### src/rtl/clock_pkg.sv
// Shared types, field limits and BCD helpers for the clock_ctrl slice.
package clock_pkg;

  typedef enum logic [1:0] {
    StRun  = 2'd0,
    StSetH = 2'd1,
    StSetM = 2'd2,
    StSetS = 2'd3
  } mode_e;

  localparam int unsigned HourLimit   = 24;
  localparam int unsigned MinSecLimit = 60;

  typedef struct packed {
    logic [3:0] tens;
    logic [3:0] ones;
  } bcd_t;

  // True when v is at (or, defensively, beyond) the last legal value below limit.
  function automatic logic bcd_is_last(bcd_t v, int unsigned limit);
    logic [7:0] last;
    last = {4'((limit - 1) / 10), 4'((limit - 1) % 10)};
    return {v.tens, v.ones} >= last;
  endfunction

  function automatic bcd_t bcd_inc(bcd_t v, int unsigned limit);
    bcd_t r;
    if (bcd_is_last(v, limit)) begin
      r = '0;
    end else if (v.ones >= 4'd9) begin
      r.tens = v.tens + 4'd1;
      r.ones = 4'd0;
    end else begin
      r.tens = v.tens;
      r.ones = v.ones + 4'd1;
    end
    return r;
  endfunction

endpackage

### src/rtl/key_sync.sv
// Two-flop synchronizer plus falling-edge detector for one active-low pushbutton.
module key_sync (
  input  logic clk_i,
  input  logic rst_ni,
  input  logic key_ni,
  output logic press_o
);

  logic [1:0] sync_q;
  logic       prev_q;
  logic [1:0] fill_q;
  logic       armed_q;

  // Armed only after a genuine released level has passed the synchronizer, so a key
  // held through reset deassertion never looks like a fresh press.
  always_ff @(posedge clk_i or negedge rst_ni) begin
    if (!rst_ni) begin
      sync_q  <= 2'b11;
      prev_q  <= 1'b1;
      fill_q  <= 2'b00;
      armed_q <= 1'b0;
    end else begin
      sync_q  <= {sync_q[0], key_ni};
      prev_q  <= sync_q[1];
      fill_q  <= {fill_q[0], 1'b1};
      armed_q <= armed_q | (fill_q[1] & sync_q[1]);
    end
  end

  assign press_o = armed_q & prev_q & ~sync_q[1];

endmodule

### src/rtl/clock_ctrl.sv
// 24-hour BCD clock with a seconds prescaler and a RUN/SET_H/SET_M/SET_S key-driven editor.
module clock_ctrl
  import clock_pkg::*;
#(
  parameter int unsigned DIV = 50000000
) (
  input  logic       clock,
  input  logic       reset_n,
  input  logic       key_mode,
  input  logic       key_inc,
  input  logic       sw_hold,
  output logic       sec_tick,
  output logic       day_pulse,
  output logic [1:0] mode,
  output logic [3:0] hh_t,
  output logic [3:0] hh_o,
  output logic [3:0] mm_t,
  output logic [3:0] mm_o,
  output logic [3:0] ss_t,
  output logic [3:0] ss_o
);

  localparam logic [31:0] DivLast = 32'(DIV - 1);

  mode_e       state_q, state_d;
  logic [31:0] presc_q, presc_d;
  bcd_t        hh_q, hh_d, mm_q, mm_d, ss_q, ss_d;
  logic        tick_q, tick_d, day_q, day_d;
  logic [1:0]  hold_sync_q;
  logic        mode_evt, inc_evt, inc_ok, hold;

  key_sync u_key_mode (
    .clk_i   (clock),
    .rst_ni  (reset_n),
    .key_ni  (key_mode),
    .press_o (mode_evt)
  );

  key_sync u_key_inc (
    .clk_i   (clock),
    .rst_ni  (reset_n),
    .key_ni  (key_inc),
    .press_o (inc_evt)
  );

  assign hold   = hold_sync_q[1];
  assign inc_ok = inc_evt & ~mode_evt;

  always_comb begin
    state_d = state_q;
    presc_d = presc_q;
    hh_d    = hh_q;
    mm_d    = mm_q;
    ss_d    = ss_q;
    tick_d  = 1'b0;
    day_d   = 1'b0;
    unique case (state_q)
      StRun: begin
        if (mode_evt) state_d = StSetH;
        if (!hold) begin
          if (presc_q >= DivLast) begin
            presc_d = '0;
            tick_d  = 1'b1;
            ss_d    = bcd_inc(ss_q, MinSecLimit);
            if (bcd_is_last(ss_q, MinSecLimit)) begin
              mm_d = bcd_inc(mm_q, MinSecLimit);
              if (bcd_is_last(mm_q, MinSecLimit)) begin
                hh_d  = bcd_inc(hh_q, HourLimit);
                day_d = bcd_is_last(hh_q, HourLimit);
              end
            end
          end else begin
            presc_d = presc_q + 32'd1;
          end
        end
      end
      StSetH: begin
        if (mode_evt) state_d = StSetM;
        presc_d = '0;
        if (inc_ok) hh_d = bcd_inc(hh_q, HourLimit);
      end
      StSetM: begin
        if (mode_evt) state_d = StSetS;
        presc_d = '0;
        if (inc_ok) mm_d = bcd_inc(mm_q, MinSecLimit);
      end
      StSetS: begin
        if (mode_evt) state_d = StRun;
        presc_d = '0;
        if (inc_ok) ss_d = bcd_inc(ss_q, MinSecLimit);
      end
      default: state_d = StRun;
    endcase
  end

  always_ff @(posedge clock or negedge reset_n) begin
    if (!reset_n) begin
      state_q     <= StRun;
      presc_q     <= '0;
      hh_q        <= '0;
      mm_q        <= '0;
      ss_q        <= '0;
      tick_q      <= 1'b0;
      day_q       <= 1'b0;
      hold_sync_q <= 2'b11;
    end else begin
      state_q     <= state_d;
      presc_q     <= presc_d;
      hh_q        <= hh_d;
      mm_q        <= mm_d;
      ss_q        <= ss_d;
      tick_q      <= tick_d;
      day_q       <= day_d;
      hold_sync_q <= {hold_sync_q[0], sw_hold};
    end
  end

  always_comb begin
    mode      = state_q;
    sec_tick  = tick_q;
    day_pulse = day_q;
    hh_t      = hh_q.tens;
    hh_o      = hh_q.ones;
    mm_t      = mm_q.tens;
    mm_o      = mm_q.ones;
    ss_t      = ss_q.tens;
    ss_o      = ss_q.ones;
  end

endmodule
### config.mk
export PLATFORM = sky130hd
export DESIGN_NAME = clock_ctrl
export DESIGN_NICKNAME = d
export VERILOG_FILES = /design/src/rtl/clock_pkg.sv /design/src/rtl/key_sync.sv /design/src/rtl/clock_ctrl.sv
export SDC_FILE = /design/constraint.sdc
export NUM_CORES = 1
export LEC_CHECK = 0
export BUFFER_PORTS_ARGS = -buffer_cell sky130_fd_sc_hd__buf_2
export CORE_ASPECT_RATIO = 1.1
export CORE_MARGIN = 2
export CORE_UTILIZATION = 59
export DETAILED_ROUTE_END_ITERATION = 6
export HOLD_SLACK_MARGIN = 0.02
export PLACE_DENSITY = 0.78
export SLEW_MARGIN = 10
export SYNTH_ARGS = -nofsm -noshare
export SYNTH_HDL_FRONTEND = slang
export SYNTH_SLANG_ARGS = --single-unit
### constraint.sdc
create_clock -name clock -period 2.85 [get_ports clock]
set_clock_uncertainty 0.1 [all_clocks]
set_input_delay 0.285 -clock clock [delete_from_list [all_inputs] [get_ports clock]]
set_output_delay 0.285 -clock clock [all_outputs]
set_load 0.01 [all_outputs]
==> results of run 1 <==
[routing by layer]
layer | track usage (%) | vias to the layer above
li1 | - | 1308
met1 | 28.5 | 1265
met2 | 34.1 | 41
met3 | 3.75 | 7
met4 | 8.93 | 0
met5 | 0 | -
[cells in the mapped netlist, types with 3 or more instances]
cell / n
dfrtp_1: 64
nor2_1: 46
nand2_1: 26
xor2_1: 21
ha_1: 20
inv_1: 14
nand3_1: 12
o21ai_0: 12
and3_1: 8
dfstp_2: 8
nand4_1: 8
nor2b_1: 7
nor3_1: 7
and2_1: 6
xnor2_1: 5
a211oi_1: 4
a21o_1: 4
a41oi_1: 4
clkbuf_1: 4
nand3b_1: 4
nor3b_1: 4
a21oi_1: 3
a22o_1: 3
and4_1: 3
buf_2: 3
mux2i_1: 3
o2bb2ai_1: 3
o31ai_1: 3
[repair_timing]
action / 4_1_cts / 5_1_grt
gates resized for setup: 0 / 3
hold endpoints to repair: 67 / 0
endpoints found under the setup margin: 0 / 3
hold buffers: 4 / 0
[worst max-delay path: stages (launching register included)]
cell      delay (ns)
dfrtp_1         0.42
inv_1           0.09
ha_1            0.19
or3b_2          0.19
a41oi_1         0.19
o21ai_0         0.34
nand3b_4        0.21
or4_2           0.67
o21ai_0         0.09
[logic make-up after synthesis]
logic type | Yosys count | share of synthesized area [%]
AOI/OAI and AO/OA | 54 | 11.1
DFF | 72 | 49.8
and+or+nand+nor | 146 | 21.0
adders and majority gates | 20 | 6.88
xor gates and xnor gates | 26 | 6.26
buffers and inverters | 22 | 2.58
muxes | 7 | 2.27
other | 1 | 0.103
[sequential cells by signal, summed over array words and instances, names as in the netlist, 2 cells and up]
name	count
hh_o	4
hh_t	4
hold_sync_q	2
mm_o	4
mm_t	4
mode	2
presc_q	32
ss_o	4
ss_t	4
u_key_inc.fill_q	2
u_key_inc.sync_q	2
u_key_mode.sync_q	2
[power by group]
part	internal, uW	total [uW]	switching (uW)
combinational	428	1100	671
sequential	1160	1310	154
clock	386	761	375
[layout make-up]
cell class	count	area [sq um]	share of cell area, %
Inverter	14	52.6	1.27
Tap cell	80	100	2.42
Sequential cell	72	1810	43.7
Clock buffer	12	165	3.99
Timing Repair Buffer	39	235	5.68
Clock inverter	4	27.5	0.664
Multi-Input combinational cell	254	1750	42.3
[stage by stage]
step,hold slack [ns],cell area (sq um)
5_1_grt,0.261,4140
3_3_place_gp,0.232,3900
2_1_floorplan,-0.111,3640
3_5_place_dp,0.236,3900
4_1_cts,0.253,4130
6_report,0.254,4140
[how the worst max path moves through the flow]
stage	to	slack, ns	cells after the start
CTS	ss_t[0]	0.20	6
detailed placement	ss_t[0]	0.22	6
finish	mm_t[1]	0.27	8
global placement	ss_t[0]	0.31	6
global route	mm_t[1]	0.09	8
floorplan	mm_t[1]	0.52	8
==> flow_summary.toml, run 1 <==
[sta]
grt_setup_unrepaired = "no"
finalCritPeriodShare_pct = 90.4
hold_viol = 0
drv_slew = 0
setup_viol = 0
relSlewSlack_pct = 49.8
tightestPinTransition_ns = 0.750
fmax_ghz = 0.388
tns_ns = 0
timing.final.crit_period_ns = 2.58
worst_slack_ns = 0.273

[yosys]
syn_inst = 348
synth_nets = 373
synth.area.top_cells = "dfrtp_1 44%, ha_1 6.9%, dfstp_2 5.8%, xor2_1 5.1%, nor2_1 4.7%"
synth_seq_area_share_pct = 49.8
synth_edf_count = 0
syn_area_sq_um = 3640
synth_top_cell_by_area = "dfrtp_1"
async_flop_share_pct = 100
syn_avg_cell_area_sq_um = 10.5
synth_cell_type_count = 58
ys_warn_count = 0
yosysTopAreaCellShare_pct = 44.0
synthFlopType = "dfrtp_1"
ys_seq_elements = 72

[finish]
insertedDiodeCount = 0
fin_nets = 415
utilization_pct = 68.1
layout_common_cells = "64 x dfrtp_1, 45 x nor2_1, 32 x buf_2, 26 x nand2_1, 21 x xor2_1"
stdcell_count = 475
syn2layout_area_growth_pct = 13.9
fill_cells = 486
drive_above_1_share_pct = 20.0
layout_commonest_cell = "dfrtp_1"

[routing]
viasPerCell = 5.52
dr.max_layer_used = "met4"
vias = 2621
drc = 0
first_pass_iters = 4
ant_nets = 0
wl_met3_um = 216
wl_per_cell_um = 13.8
totalWireLength_um = 6570
wl_met2_um = 3220
drtIter0Drc = 128
wl_met1_um = 3050

[power]
powerDensity_nw_per_um2 = 766
ir_drop_v = 0.000412
power.total_uw = 3170
p_leak_uw = 0.00196

[min_path]
min_to = "u_key_inc.fill_q[1]"
hp-start = "u_key_inc.fill_q[0]"
hp-class = "register to register"
hold_path_depth = 0

[global_route]
antenna_found_initial = 0
grt_overflow = 0
grt_pass1_vias = 2575
grt.total_usage_pct = 21.1
grt_max_degree = 73
grt_pass1_wl_um = 11400

[cts]
cts_buffers = 9
cts_sinks = 72
clockRootBuffer = "clkbuf_8"
clk_path_buf_depth = 2
cts_setup_buffers = 0
clkTransAtPathRegs_ns = 0.08
htree_levels = 3
insertion_delay_ns = 0.34
cts_tree = "done"

[worst_setup_path]
worstReg2RegEnd = "mm_t[1]"
required_ns = 3.01
startpoint = "ss_o[0]"
r2r_slack_ns = 0.27
path_max_fanout = 13
r2r_cells = 8
endpoint_kind = "register"
crit_arrival_ns = 2.74
path_class = "register to register"
reg2reg_from = "ss_o[0]"
critPathLaunchType = "register"

[floorplanning]
fp-row-count = 30
die_area_sq_um = 6810
ios = 33
core_area_sq_um = 6080
die_y_um = 86.4
die_w_um = 78.9
start_util_pct = 59.9

[placement]
pre_cts_slack_ns = 0.222
place_congestion = 0.851
placement.io_buffers = 32
dp_hpwl_um = 4450
place_inst = 455

[outcome]
outcome = "finished clean"

[flow_run]
maxCapViolCount = 0
No activity file was read; power rests on OpenSTA's default activity.
==> run 2, diff against run 1 <==
--- a/config.mk
+++ b/config.mk
@@ -5,14 +5,16 @@
 export SDC_FILE = /design/constraint.sdc
 export NUM_CORES = 1
 export LEC_CHECK = 0
-export BUFFER_PORTS_ARGS = -buffer_cell sky130_fd_sc_hd__buf_2
 export CORE_ASPECT_RATIO = 1.1
 export CORE_MARGIN = 2
-export CORE_UTILIZATION = 59
+export CORE_UTILIZATION = 63
 export DETAILED_ROUTE_END_ITERATION = 6
+export DONT_BUFFER_PORTS = 1
+export GPL_ROUTABILITY_DRIVEN = 0
 export HOLD_SLACK_MARGIN = 0.02
 export PLACE_DENSITY = 0.78
 export SLEW_MARGIN = 10
 export SYNTH_ARGS = -nofsm -noshare
 export SYNTH_HDL_FRONTEND = slang
+export SYNTH_HIERARCHICAL = 1
 export SYNTH_SLANG_ARGS = --single-unit
==> run 2 against run 1 <==
  * Routed wire length increased by 19%
  * Critical path depth decreased by 3
  * Fmax decreased by 4.8%
  * Final cell count decreased by 1.9%
  * Global-route usage increased by 5.0 points
  * Sequential share of layout area increased by 0.59 points
  * Core utilization increased by 4.7 points
  * Via count increased by 9.5%
==> flow_summary.toml, run 2 <==
[floorplanning]
ios = 33
fp-row-count = 29
die_y_um = 85.1
die_area_sq_um = 6610
core_area_sq_um = 5770
start_util_pct = 65.3
die_w_um = 77.7

[worst_setup_path]
reg2reg_from = "presc_q[26]"
critPathLaunchType = "register"
required_ns = 2.99
worstReg2RegEnd = "ss_t[0]"
endpoint_kind = "register"
r2r_slack_ns = 0.14
path_class = "register to register"
crit_arrival_ns = 2.85
path_max_fanout = 4
r2r_cells = 5

[yosys]
synth_cell_type_count = 54
synthFlopType = "dfrtp_1"
async_flop_share_pct = 100
ys_warn_count = 6
synthTopCellsByCount = "66 x dfrtp_1, 46 x nor2_1, 20 x ha_1, 20 x inv_1, 20 x xnor2_1"
syn_avg_cell_area_sq_um = 10.3
synth_seq_area_share_pct = 49.4
yosysTopAreaCellShare_pct = 43.9
syn_inst = 366
synth_edf_count = 0
synth_top_cell_by_area = "dfrtp_1"
syn_area_sq_um = 3770
ys_seq_elements = 74
synth.area.top_cells = "dfrtp_1 44%, ha_1 6.6%, dfstp_2 5.6%, xnor2_1 4.7%, nor2_1 4.6%"
synth_nets = 391
yosys.cell_count.top_type = "dfrtp_1"

[sta]
tns_ns = 0
drv_slew = 0
relSlewSlack_pct = 62.2
setup_viol = 0
hold_viol = 0
worst_slack_ns = 0.143
fmax_ghz = 0.369
timing.final.crit_period_ns = 2.71
grt_setup_unrepaired = "no"
finalCritPeriodShare_pct = 95.0
tightestPinTransition_ns = 0.562

[power]
power_switching_uw = 1240
ir_drop_v = 0.000602
internal-power_uw = 2050
seq_power_share_pct = 41.8
clock_power_share_pct = 28.2
p_leak_uw = 0.00177
pwr-share-comb_pct = 30.0
sw_frac_of_total_pct = 37.6
powerDensity_nw_per_um2 = 783

[global_route]
grt.total_usage_pct = 26.2
grt_pass1_wl_um = 13600
antenna_found_initial = 0
grt_max_degree = 75
grt_pass1_vias = 2930
grt_overflow = 0

[cts]
clk_path_buf_depth = 2
clkTransAtPathRegs_ns = 0.08
clockRootBuffer = "clkbuf_8"
insertion_delay_ns = 0.36
cts_sinks = 74
cts_buffers = 9
cts_tree = "done"
htree_levels = 3
cts_setup_buffers = 0

[routing]
ant_nets = 0
first_pass_iters = 5
wl_per_cell_um = 16.8
totalWireLength_um = 7820
drc = 0
viasPerCell = 6.16
vias = 2871
drtIter0Drc = 181

[min_path]
hp-class = "register to register"
hp-start = "u_key_inc/fill_q[0]"
hold_path_depth = 0
min_to = "u_key_inc/fill_q[1]"

[finish]
multiInputGateArea_sq_um = 1800
layout_common_cells = "66 x dfrtp_1, 46 x nor2_1, 20 x inv_1, 20 x xnor2_1, 20 x ha_1"
regMostFlops = "presc_q"
fin_nets = 409
layout_commonest_cell = "dfrtp_1"
drive_above_1_share_pct = 13.9
fill_cells = 403
regArea_sq_um = 1860
syn2layout_area_growth_pct = 11.6
insertedDiodeCount = 0
largest_reg_flops = 32

[placement]
dp_hpwl_um = 5280
placement.io_buffers = 0
pre_cts_slack_ns = 0.123

[outcome]
outcome = "finished clean"

[flow_run]
maxCapViolCount = 0
[run 2: cell families (layout without fill, tap and decap cells)]
logic type,count (synthesis),after routing,synth area share (%)
simple gates,152,152,21.9
other cells,2,2,0.199
compound gates,61,61,11.8
xor+xnor,22,22,5.12
mux,7,7,2.09
flops,74,74,49.4
buf+inv,28,51,2.89
fa+ha+maj,20,20,6.64
[run 2: layout make-up]
| class | count | area share, % |
|---|---|---|
| Multi-Input combinational cell | 264 | 42.9 |
| Tap cell | 77 | 2.29 |
| Inverter | 20 | 1.79 |
| Timing Repair Buffer | 15 | 3.39 |
| Sequential cell | 74 | 44.3 |
| Clock inverter | 7 | 2.41 |
| Clock buffer | 9 | 2.95 |
[run 2: critical path: stages (launching register included)]
cell	delay (ns)
dfrtp_1	0.42
or4_1	0.50
or4_1	0.58
a2111o_1	0.44
nand4_1	0.19
mux2_2	0.37
[run 2: worst max-delay path by stage]
stage                            from       to  slack, ns  cells after the start
after floorplan           presc_q[26]  hh_o[0]       0.29                      5
after global placement    presc_q[18]  mm_t[0]       0.17                      5
after detailed placement  presc_q[24]  mm_t[1]       0.12                      5
after CTS                 presc_q[24]  mm_t[1]       0.12                      5
after global routing      presc_q[26]  ss_t[0]       0.03                      5
final                     presc_q[26]  ss_t[0]       0.14                      5
[run 2: routing by layer]
metal	part of all wire, %	GRT usage, %
met1	42	31.9
met2	52	43.9
met3	4.8	5.96
met4	1.8	12.8
met5	0	0
[run 2: stage by stage]
step	hold WS, ns	area (sq um)	instances	util (%)	total power [uW]
after floorplan	-0.111	3770	366	-	2060
after global placement	-0.109	3900	445	67.7	2280
after detailed placement	-0.108	3900	445	67.7	2340
after CTS	0.259	4200	466	72.7	3290
after global routing	0.266	4200	466	72.8	3490
final	0.256	4200	466	72.8	3290
[run 2: power by group through the flow]
stage | combinational [uW] | sequential (uW) | clock, uW
floorplan | 713 | 1350 | 0
global placement | 894 | 1390 | 0
finish | 987 | 1370 | 929
global route | 1110 | 1400 | 981
CTS | 980 | 1380 | 939
detailed placement | 946 | 1400 | 0
[run 2: repair_timing]
item / CTS / global route
endpoints found under the setup margin: 0 / 3
gates resized for setup: 0 / 1
endpoints found under the hold margin: 77 / 0
hold buffers: 5 / 0
==> run 3, diff against run 2 <==
--- a/config.mk
+++ b/config.mk
@@ -5,7 +5,7 @@
 export SDC_FILE = /design/constraint.sdc
 export NUM_CORES = 1
 export LEC_CHECK = 0
-export CORE_ASPECT_RATIO = 1.1
+export CORE_ASPECT_RATIO = 0.9
 export CORE_MARGIN = 2
 export CORE_UTILIZATION = 63
 export DETAILED_ROUTE_END_ITERATION = 6
==> constraint.sdc (replaced) <==
create_clock -name clock -period 2.9 [get_ports clock]
set_clock_uncertainty 0.1 [all_clocks]
set_input_delay 0.29 -clock clock [delete_from_list [all_inputs] [get_ports clock]]
set_output_delay 0.29 -clock clock [all_outputs]
set_load 0.01 [all_outputs]
==> run 3 against run 2 <==
  * Hold slack worse by 0.0038 ns
  * Largest cell class unchanged
  * Flip-flop and latch count did not move
  * Die area is essentially flat
  * Global-route usage is 1.8 points lower
  * Critical path depth up 2
  * Fmax down 0.19%
  * Sequential power hardly changed
  * Core utilization up 0.49 points
  * Routed wire length decreased by 5.4%
  * Total power shrank 1.6%
==> flow_summary.toml, run 3 (synthesized netlist as in run 2, its figures left out) <==
[cts]
clockRootBuffer = "clkbuf_8"
clk_path_buf_depth = 2
cts_tree = "done"
cts_sinks = 74
cts_setup_buffers = 0
insertion_delay_ns = 0.34
clkTransAtPathRegs_ns = 0.07
htree_levels = 3
cts_buffers = 9

[worst_setup_path]
required_ns = 3.02
startpoint = "mode[0]"
cp_cell_sequence = "inv_1, ha_1, nor3b_1, a211o_1, or2_2, nor3_2, mux2_1"
crit_path_top_delay_cell = "dfrtp_1"
critPathLaunchType = "register"
cp.depth = 7
endpoint_kind = "register"
max_stage_delay_ns = 0.49
r2r_cells = 7
critPathTopFamily = "simple AND/OR/NAND/NOR gates"
crit_arrival_ns = 2.84
path_max_fanout = 9
reg2reg_from = "mode[0]"
critPathBufInv = 1
path_class = "register to register"

[power]
powerDensity_nw_per_um2 = 771
ir_drop_v = 0.000687
power.total_uw = 3240
p_leak_uw = 0.00178

[sta]
drv_slew = 0
fmax_ghz = 0.369
relSlewSlack_pct = 64.4
tightestPinTransition_ns = 0.529
tns_ns = 0
grt_setup_unrepaired = "no"
setup_viol = 0
finalCritPeriodShare_pct = 93.5
hold_viol = 0
timing.final.crit_period_ns = 2.71

[finish]
multiInputGateArea_sq_um = 1800
layout_common_cells = "66 x dfrtp_1, 46 x nor2_1, 20 x inv_1, 20 x xnor2_1, 20 x ha_1"
insertedDiodeCount = 0
fin_nets = 408
largest_reg_flops = 32
regMostFlops = "presc_q"
drive_above_1_share_pct = 13.4
syn2layout_area_growth_pct = 11.5
fill_cells = 429
layout_commonest_cell = "dfrtp_1"
regArea_sq_um = 1860

[floorplanning]
core_area_sq_um = 5730
fp-row-count = 26
die_y_um = 77.4
start_util_pct = 65.8
die_area_sq_um = 6610
die_w_um = 85.5
ios = 33

[routing]
first_pass_iters = 4
ant_nets = 0
vias = 2819
drtIter0Drc = 279
drc = 0
totalWireLength_um = 7400
viasPerCell = 6.16
wl_per_cell_um = 16.1

[min_path]
hold_path_depth = 0
hp-start = "u_key_inc/fill_q[0]"
hp-class = "register to register"

[global_route]
antenna_found_initial = 0
grt_max_degree = 75
grt_pass1_vias = 2696
grt_pass1_wl_um = 12800
grt_overflow = 0
grt.total_usage_pct = 24.3

[placement]
dp_hpwl_um = 5020
placement.io_buffers = 0

[outcome]
outcome = "finished clean"

[flow_run]
maxCapViolCount = 0
[run 3: metrics by stage]
step	area [sq um]	util (%)	hold WS [ns]	std cells	worst slack, ns
after detailed placement	3890	68.0	-0.104	437	0.140
final	4200	73.3	0.252	458	0.187
after CTS	4190	73.2	0.253	458	0.145
after global placement	3890	68.0	-0.104	437	0.236
after global routing	4200	73.3	0.257	458	0.0234
after floorplan	3770	-	-0.106	366	0.342
[run 3: final timing paths]
path                                       end  slack, ns
max reg2reg                            hh_o[1]       0.19
max                                    hh_o[1]       0.19
min                        u_key_inc/fill_q[1]       0.25
max in group asynchronous    u_key_mode/prev_q       1.95
min in group asynchronous    u_key_inc/armed_q       0.38
min reg2reg                u_key_inc/fill_q[1]       0.25
[run 3: layout make-up]
type | instances | area share, %
sequential | 74 | 44.4
clock buffer | 11 | 3.13
multi-input combinational | 264 | 43.0
clock inverter | 5 | 2.44
tap | 70 | 2.09
inverter | 20 | 1.79
timing repair buffer | 14 | 3.22
[run 3: metal layers]
metal | vias up | wire (um) | global-route usage, %
met5 | - | 0 | 0
met4 | 0 | 115 | 9.52
met3 | 11 | 429 | 6.38
met2 | 80 | 3410 | 35.9
met1 | 1380 | 3440 | 34.5
li1 | 1348 | - | -
[run 3: where the power goes]
part           internal (uW)  leakage, uW  switching [uW]  total [uW]
Sequential              1150     0.000968             202        1350
Clock                    571     0.000114             366         936
Combinational            367     0.000694             584         950
[run 3: what timing repair did]
action | in CTS | in global routing
gates resized for setup | 0 | 1
hold buffers | 5 | 0
setup endpoints to repair | 0 | 2
hold endpoints to repair | 77 | 0
